==> config.mk <==
export PLATFORM = sky130hd
export DESIGN_NAME = mem_stage_unit
export DESIGN_NICKNAME = d
export VERILOG_FILES = /design/src/rtl/mem_stage_unit.sv
export SDC_FILE = /design/constraint.sdc
export NUM_CORES = 1
export LEC_CHECK = 0
export CAP_MARGIN = 20
export CORE_MARGIN = 3
export CORE_UTILIZATION = 41
export DETAILED_ROUTE_END_ITERATION = 7
export GPL_ROUTABILITY_DRIVEN = 1
export PLACE_DENSITY_LB_ADDON = 0.25
export SLEW_MARGIN = 10
export SYNTH_ARGS = -nofsm -noshare
export SYNTH_HDL_FRONTEND = slang
export SYNTH_SLANG_ARGS = --single-unit
==> constraint.sdc <==
create_clock -name clk -period 5.68 [get_ports clk]
set_input_delay 1.704 -clock clk [delete_from_list [all_inputs] [get_ports clk]]
set_output_delay 1.704 -clock clk [all_outputs]
set_load 0.1 [all_outputs]
==> src/rtl/mem_stage_unit.sv <==
// MEM stage of the pipeline: consumes the EX/MEM register, runs the data-memory
// access over a req/ack handshake, resolves branch/jump redirects, drives the
// upstream load enable (IRWr) and flush (EX2MEMRst), and holds the MEM/WB register.
module mem_stage_unit #(
  parameter int unsigned ACK_TIMEOUT = 255,
  parameter int unsigned TO_W        = 8
) (
  input  logic        clk,
  input  logic        rst,
  // EX/MEM register fields
  input  logic [29:0] PC,
  input  logic [4:0]  RegDst,
  input  logic [31:0] ALUResult,
  input  logic [31:0] MemWrite,
  input  logic        ZERO,
  input  logic        cJump,
  input  logic        cBranch,
  input  logic        cMemRead,
  input  logic        cMemtoReg,
  input  logic        cMemWrite,
  input  logic        cRegWrite,
  // data-memory handshake
  output logic        dm_req,
  output logic        dm_we,
  output logic [29:0] dm_addr,
  output logic [31:0] dm_wdata,
  input  logic        dm_ack,
  input  logic [31:0] dm_rdata,
  // pipeline control
  output logic        IRWr,
  output logic        EX2MEMRst,
  output logic        PCSrc,
  output logic [29:0] NPC,
  // MEM/WB register
  output logic [4:0]  wb_RegDst,
  output logic [31:0] wb_Result,
  output logic        wb_cRegWrite,
  output logic        err
);

  typedef enum logic [0:0] {
    IDLE   = 1'b0,
    ACCESS = 1'b1
  } state_t;

  // A zero timeout disables the abort path; the counter then just free-runs.
  localparam bit          TO_EN   = (ACK_TIMEOUT != 0);
  localparam int unsigned TO_LAST = TO_EN ? (ACK_TIMEOUT - 1) : 0;
  localparam logic [TO_W-1:0] TO_LAST_V = TO_W'(TO_LAST);

  state_t state_q, state_d;

  logic            dm_req_q,   dm_req_d;
  logic            dm_we_q,    dm_we_d;
  logic [29:0]     dm_addr_q,  dm_addr_d;
  logic [31:0]     dm_wdata_q, dm_wdata_d;
  logic [TO_W-1:0] count_q,    count_d;
  logic [4:0]      wb_rd_q,    wb_rd_d;
  logic [31:0]     wb_res_q,   wb_res_d;
  logic            wb_we_q,    wb_we_d;
  logic            err_q,      err_d;

  logic memop;
  logic timeout_hit;
  logic irwr;
  logic capture_alu;
  logic start_acc;
  logic mem_done;
  logic redirect;

  // Byte-offset bits of the address are not used for word-addressed memory.
  logic unused_addr_bits;
  assign unused_addr_bits = ^ALUResult[1:0];

  assign memop       = cMemRead | cMemWrite;
  assign timeout_hit = TO_EN && (state_q == ACCESS) && !dm_ack && (count_q == TO_LAST_V);

  // State register
  always_ff @(posedge clk or negedge rst) begin
    if (!rst) begin
      state_q <= IDLE;
    end else begin
      state_q <= state_d;
    end
  end

  // Next-state logic: leave IDLE on a memory op, return on ack or timeout
  always_comb begin
    state_d = state_q;
    unique case (state_q)
      IDLE:    if (memop) state_d = ACCESS;
      ACCESS:  if (dm_ack || timeout_hit) state_d = IDLE;
      default: state_d = IDLE;
    endcase
  end

  // Output decode: pipeline enable and the per-cycle action strobes
  always_comb begin
    irwr        = 1'b0;
    capture_alu = 1'b0;
    start_acc   = 1'b0;
    mem_done    = 1'b0;
    unique case (state_q)
      IDLE: begin
        if (memop) begin
          start_acc = 1'b1;
        end else begin
          irwr        = 1'b1;
          capture_alu = 1'b1;
        end
      end
      ACCESS: begin
        if (dm_ack) begin
          irwr     = 1'b1;
          mem_done = 1'b1;
        end else if (timeout_hit) begin
          irwr = 1'b1;
        end
      end
      default: begin
        irwr = 1'b0;
      end
    endcase
  end

  // Redirect is only honoured when the instruction actually leaves the stage.
  assign redirect  = irwr & (cJump | (cBranch & ZERO));
  assign IRWr      = irwr;
  assign PCSrc     = redirect;
  assign EX2MEMRst = redirect;
  assign NPC       = PC;

  // Datapath next-state: request latch, timeout counter, MEM/WB capture, error flag
  always_comb begin
    dm_req_d   = dm_req_q;
    dm_we_d    = dm_we_q;
    dm_addr_d  = dm_addr_q;
    dm_wdata_d = dm_wdata_q;
    count_d    = count_q;
    wb_rd_d    = wb_rd_q;
    wb_res_d   = wb_res_q;
    // Any edge that does not retire an instruction inserts a bubble.
    wb_we_d    = 1'b0;
    err_d      = err_q | timeout_hit;

    if (capture_alu) begin
      wb_rd_d  = RegDst;
      wb_res_d = ALUResult;
      wb_we_d  = cRegWrite;
    end

    if (start_acc) begin
      dm_req_d   = 1'b1;
      // Write wins when both read and write are flagged.
      dm_we_d    = cMemWrite;
      dm_addr_d  = ALUResult[31:2];
      dm_wdata_d = MemWrite;
      count_d    = '0;
    end

    if (state_q == ACCESS) begin
      if (mem_done) begin
        dm_req_d = 1'b0;
        wb_rd_d  = RegDst;
        wb_res_d = cMemtoReg ? dm_rdata : ALUResult;
        wb_we_d  = cRegWrite;
        count_d  = '0;
      end else if (timeout_hit) begin
        // Abandoned access: write-back keeps its old data and writes nothing.
        dm_req_d = 1'b0;
        count_d  = '0;
      end else begin
        count_d = count_q + TO_W'(1);
      end
    end
  end

  // Datapath registers; async reset also drops dm_req immediately mid-access
  always_ff @(posedge clk or negedge rst) begin
    if (!rst) begin
      dm_req_q   <= 1'b0;
      dm_we_q    <= 1'b0;
      dm_addr_q  <= '0;
      dm_wdata_q <= '0;
      count_q    <= '0;
      wb_rd_q    <= '0;
      wb_res_q   <= '0;
      wb_we_q    <= 1'b0;
      err_q      <= 1'b0;
    end else begin
      dm_req_q   <= dm_req_d;
      dm_we_q    <= dm_we_d;
      dm_addr_q  <= dm_addr_d;
      dm_wdata_q <= dm_wdata_d;
      count_q    <= count_d;
      wb_rd_q    <= wb_rd_d;
      wb_res_q   <= wb_res_d;
      wb_we_q    <= wb_we_d;
      err_q      <= err_d;
    end
  end

  assign dm_req       = dm_req_q;
  assign dm_we        = dm_we_q;
  assign dm_addr      = dm_addr_q;
  assign dm_wdata     = dm_wdata_q;
  assign wb_RegDst    = wb_rd_q;
  assign wb_Result    = wb_res_q;
  assign wb_cRegWrite = wb_we_q;
  assign err          = err_q;

endmodule
# ---- Word level (Yosys, flattened, before mapping)
# Index checks and enable logic that the tools add are counted.
dict set report op_classes {
  addsub 1
  mul 0
  n_div 0
  n_lt_le_gt_ge 0
  n_eq_ne 1
  n_shift 0
  mux 29
  n_bitwise 6
  reduce_logical 5
}
# op count
set ops {}
lappend ops {{2-to-1 mux 32 bit} 4}
lappend ops {{2-to-1 mux 8 bit} 4}
lappend ops {{2-to-1 mux 1 bit} 16}
lappend ops {{2-to-1 mux 5 bit} 3}
lappend ops {{adder 8 x 1 -> 8 bit, second input constant} 1}
lappend ops {{== test 8 bit, second input constant} 1}
lappend ops {{one-hot mux 1 bit (2 select lines)} 2}
lappend ops {{bitwise OR 1 bit} 3}
lappend ops {{AND 1 bit} 2}
lappend ops {{logical AND 1 bit} 2}
lappend ops {{nonzero test 2 bit} 1}
lappend ops {{logical NOT 1 bit} 1}
lappend ops {{logical OR 1 bit} 1}
lappend ops {{NOT 1 bit} 1}
dict set report word_totals {
  reg_bits 112
  latch_bits 0
  mem_bits_rw 0
  rom_bits 0
  inputBits 141
  out_inout_bits 136
  wordCells 52
  memories 0
}

# ---- Depth between registers and ports, before layout
dict set report logic_depth {
  depth_word 7
  depth_mapped 7
  mapped_depth_nobuf 6
}

# ---- Worst setup path before layout
# Ideal clock, no wire load.
dict set report synth_timing {
  path_type {input port to output port}
  start {input port cMemWrite}
  end {output port PCSrc}
  arrival_time_ns 4.168
  t_required_ns 3.976
  setup_slack_ns -0.192
  cell_stages 6
  path_buffers 3
  path_cell_list {o21bai_1 -> buf_2 -> buf_2 -> nand2_1 -> nor2_1 -> buf_4}
}
dict set report synth_via {
  elab_chain_len 4
}
# element line_no
set synth_rtl {}
lappend synth_rtl {{start, declared} 20} ;# input logic cMemWrite,
lappend synth_rtl {{bitwise OR 1 bit} 75} ;# assign memop = cMemRead | cMemWrite;
lappend synth_rtl {{2-to-1 mux 1 bit} 105} ;# if (memop) begin
lappend synth_rtl {{one-hot mux 1 bit (2 select lines)} 103} ;# unique case (state_q)
lappend synth_rtl {{AND 1 bit} 127} ;# assign redirect = irwr & (cJump | (cBranch & ZERO));
lappend synth_rtl {{end, declared} 32} ;# output logic PCSrc,
# Every way passes these cells.

# ---- Worst setup path in the final report
dict set report layout_timing {
  start {input port dm_ack}
  end {output port PCSrc}
}
dict set report layout_via {
  elab_chain_len 7
}
# element line_no
set layout_rtl {}
lappend layout_rtl {{start, declared} 27} ;# input logic dm_ack,
lappend layout_rtl {{logical NOT 1 bit} 76} ;# assign timeout_hit = TO_EN && (state_q == ACCESS) && !dm_ack && (count_q == TO_LAST_V);
lappend layout_rtl {{logical AND 1 bit (2 in a row)} 76}
lappend layout_rtl {{2-to-1 mux 1 bit} 116} ;# end else if (timeout_hit) begin
lappend layout_rtl {{2-to-1 mux 1 bit (*)} 113} ;# if (dm_ack) begin
lappend layout_rtl {{one-hot mux 1 bit (2 select lines) (*)} 103}
lappend layout_rtl {{AND 1 bit (*)} 127}
# Every way passes the cells marked *; elsewhere a longest branch is shown, timed or not.

==> flow_metrics.tcl <==
set metrics [dict create \
    syn-mean-instance-area_sq_um 11.68 \
    postSynthRegisterBits 112 \
    inserted_clock_buffers 9 \
    die_width_um 114.2 \
    synth.top_cells.by_area "sky130_fd_sc_hd__dfrtp_1, sky130_fd_sc_hd__mux2_2, sky130_fd_sc_hd__a21oi_2" \
    cp.required_ns 3.98 \
    netlist_area_sq_mm 0.004801 \
    hold_path_class "flop to flop" \
    worst_clock_skew_ns 0.006295 \
    finalWorstSetupSlack_ns 0.6816 \
    synth-seq-area-share 0.5838 \
    worst_setup_path_start_kind "input pin" \
    tightestPinTransition_ns 1.014 \
    ctsHoldBuffers 0 \
    cts_tree "built" \
    synthDistinctLibCells 33 \
    layout_stage_area_growth_over_the_synthesis_result_pct 48.01 \
    power.ir.vdd_worst_uv 404.5 \
    numPortBuffers 216 \
    run_status "finished clean" \
    route.vias.total 3722 \
    clkTransAtPathRegs_ns 0.07 \
    final-setup-viol-count 0 \
    synthArstFlopShare 1.000 \
    antenna_cell_count 0 \
    filler_cell_count 927 \
    cts-htree-levels 3 \
    grt_pass1_vias 3989 \
    detailedPlacementHpwl_um 9162 \
    timing.hold.worst_path_depth 1 \
    path_class "input pin to output pin" \
    floorplan.initialDensity 0.4315 \
    power_density_mw_per_mm2 667.2 \
    grt_setup_unrepaired "false" \
    yosysTopAreaCellShare 0.5838 \
    post_layout_minimum_cycle_time_ns 4.998 \
    mappedNetlistNets 554 \
    drc 0 \
    fp.coreArea_sq_mm 0.01113 \
    arrival_ns 3.29 \
    synth_compound_gate_area_share 0.1431 \
    first_iter_violations 137 \
    clock_tree_root "sky130_fd_sc_hd__clkbuf_16" \
    ios 277 \
    synthCells 411 \
    clkLatencyLatePin_ns 0.34 \
    grt-ovfl-total 0 \
    cts_post_setup_buffers_inserted 0 \
    synth_area_leader_cell "sky130_fd_sc_hd__dfrtp_1" \
    synth-edff-count 0 \
    nNetsFinal 734 \
    ys_warn_count 0 \
    max_cap_violations 0 \
    cts_sinks 112 \
    vias_per_cell 5.064 \
    cp_max_fo 7 \
    synthFlopType "sky130_fd_sc_hd__dfrtp_1" \
    synth_top_family_by_area "compound AO/OA/AOI/OAI gates" \
    synth.mux.area_fraction 0.09356 \
    antenna_violations_before_repair 0 \
    report.final.hold_viol_count 0 \
    clockBufferDepth 2 \
    critical_path.endpoint_type "output pin" \
    fp.dieH_um 114.2 \
    min_period_over_period 0.8800 \
    globalRouteTotalUtil 0.1923 \
    fp.dieArea_sq_mm 0.01304 \
    final_wirelength_um 12660 \
    global_route_wire_length_before_repair_um 19940 \
    layout-drive-gt1-share 0.1496 \
    leakage_power_nw 3.009 \
    holdWs_ns 0.4692 \
    drv_slew 0 \
    tns_ns 0 \
    clock.fmax_mhz 200.1 \
    cts_repair_resize_count 0 \
    largest_net_degree_at_the_start_of_global_routing 93 \
    synth_adder_area_share 0.005212 \
    synth_xor_xnor_area_share 0.005473 \
    wl_per_cell_um 17.22 \
    floorplan.rows 38 \
    postRouteAntennaNets 0 \
    tightest_slew_margin_relative_to_the_limit 0.3221 \
    count_of_cells_along_the_worst_register_to_register_path 4 \
    pre_cts_ws_ns 0.6793 \
    synth-simple-area-share 0.06385 \
    drt_pass1_iterations 4 \
    gpl.final_weighted_congestion 0.7416 \
]
[layer usage]
metal,GRT usage,up-vias,share of wire
met5,0,-,0
met4,0.04751,0,0.010
met3,0.06554,15,0.082
met2,0.3450,149,0.53
met1,0.2199,1838,0.38
li1,-,1720,-
[power breakdown]
group | internal, mW | switching (mW) | total, mW
sequential | 1.05 | 0.140 | 1.19
clock | 0.307 | 0.269 | 0.576
combinational | 0.685 | 2.29 | 2.97
[cell usage after synthesis (2+ instances only)]
cell type / count
sky130_fd_sc_hd__mux2_1: 6
sky130_fd_sc_hd__buf_2: 7
sky130_fd_sc_hd__nor3_1: 3
sky130_fd_sc_hd__buf_4: 33
sky130_fd_sc_hd__nand4_1: 2
sky130_fd_sc_hd__inv_1: 34
sky130_fd_sc_hd__ha_1: 2
sky130_fd_sc_hd__a21oi_1: 4
sky130_fd_sc_hd__dfrtp_1: 112
sky130_fd_sc_hd__nor2b_1: 2
sky130_fd_sc_hd__xnor2_1: 3
sky130_fd_sc_hd__nand3_1: 7
sky130_fd_sc_hd__nand2_1: 37
sky130_fd_sc_hd__clkbuf_1: 4
sky130_fd_sc_hd__buf_6: 7
sky130_fd_sc_hd__mux2_2: 33
sky130_fd_sc_hd__nor2_1: 7
sky130_fd_sc_hd__o21ai_0: 33
sky130_fd_sc_hd__a21o_1: 2
sky130_fd_sc_hd__and2_1: 2
sky130_fd_sc_hd__o22ai_1: 31
sky130_fd_sc_hd__a21oi_2: 29
[critical path, stage by stage]
cell and delay (ns):
sky130_fd_sc_hd__clkdlybuf4s50_1 0.55, sky130_fd_sc_hd__nor2b_1 0.10, sky130_fd_sc_hd__o21ai_1 0.27, sky130_fd_sc_hd__nand2_1 0.19
sky130_fd_sc_hd__nor2_2 0.26, sky130_fd_sc_hd__buf_12 0.21
[state kept, by name, summed over array words and instances (netlist names)]
signal	cells
wb_Result	32
wb_cRegWrite	1
err	1
dm_we	1
state_q	1
dm_wdata	32
count_q	8
dm_req	1
dm_addr	30
wb_RegDst	5
[cell type report]
class                      count  area [sq um]  area share
clock buffer                  12         246.5     0.03469
clock inverter                 3         18.77    0.002641
inverter                      34         127.6     0.01796
sequential                   112          2803      0.3944
tap                          140         175.2     0.02465
multi-input combinational    214          1515      0.2132
timing repair buffer         220          2220      0.3124
[layout by cell type (no fill, tap or decap), drive strengths merged]
cell type	instances
nand3	7
o32ai	1
clkbuf	12
nand2	38
o21ai	35
or3	2
nor2b	2
a21oi	33
and2	2
mux2i	1
xnor2	3
clkdlybuf4s50	212
o22ai	31
nor2	7
buf	8
ha	2
inv	34
a22o	1
clkinv	3
and3	1
o21bai	1
nand4	2
dfrtp	112
a21o	2
nor3	4
mux2	39
[kinds of logic after synthesis]
| family | Yosys count |
|---|---|
| buf+inv | 85 |
| compound gates | 104 |
| mux | 40 |
| xor+xnor | 3 |
| flops | 112 |
| fa+ha+maj | 2 |
| simple gates | 65 |
[final timing paths]
| kind | startpoint | end | slack (ns) |
|---|---|---|---|
| setup reg to reg | state_q | wb_Result[0] | 3.56 |
| setup / recovery | dm_ack | PCSrc | 0.68 |
| min in group asynchronous | rst | dm_wdata[30] | 1.45 |
| hold / removal | err | err | 0.47 |
| hold reg to reg | err | err | 0.47 |
| max in group asynchronous | rst | dm_addr[5] | 3.11 |
[metrics by stage]
step	power, mW	instances	area [sq um]	utilization
final	4.741	735	7106	0.6387
after global routing	4.902	735	7106	0.6387
after CTS	4.785	735	7106	0.6387
after detailed placement	4.196	720	6840	0.6148
after global placement	4.158	720	6840	0.6148
after floorplan	3.545	411	4803	-
Note: power is estimated with default switching activity, not from simulation.
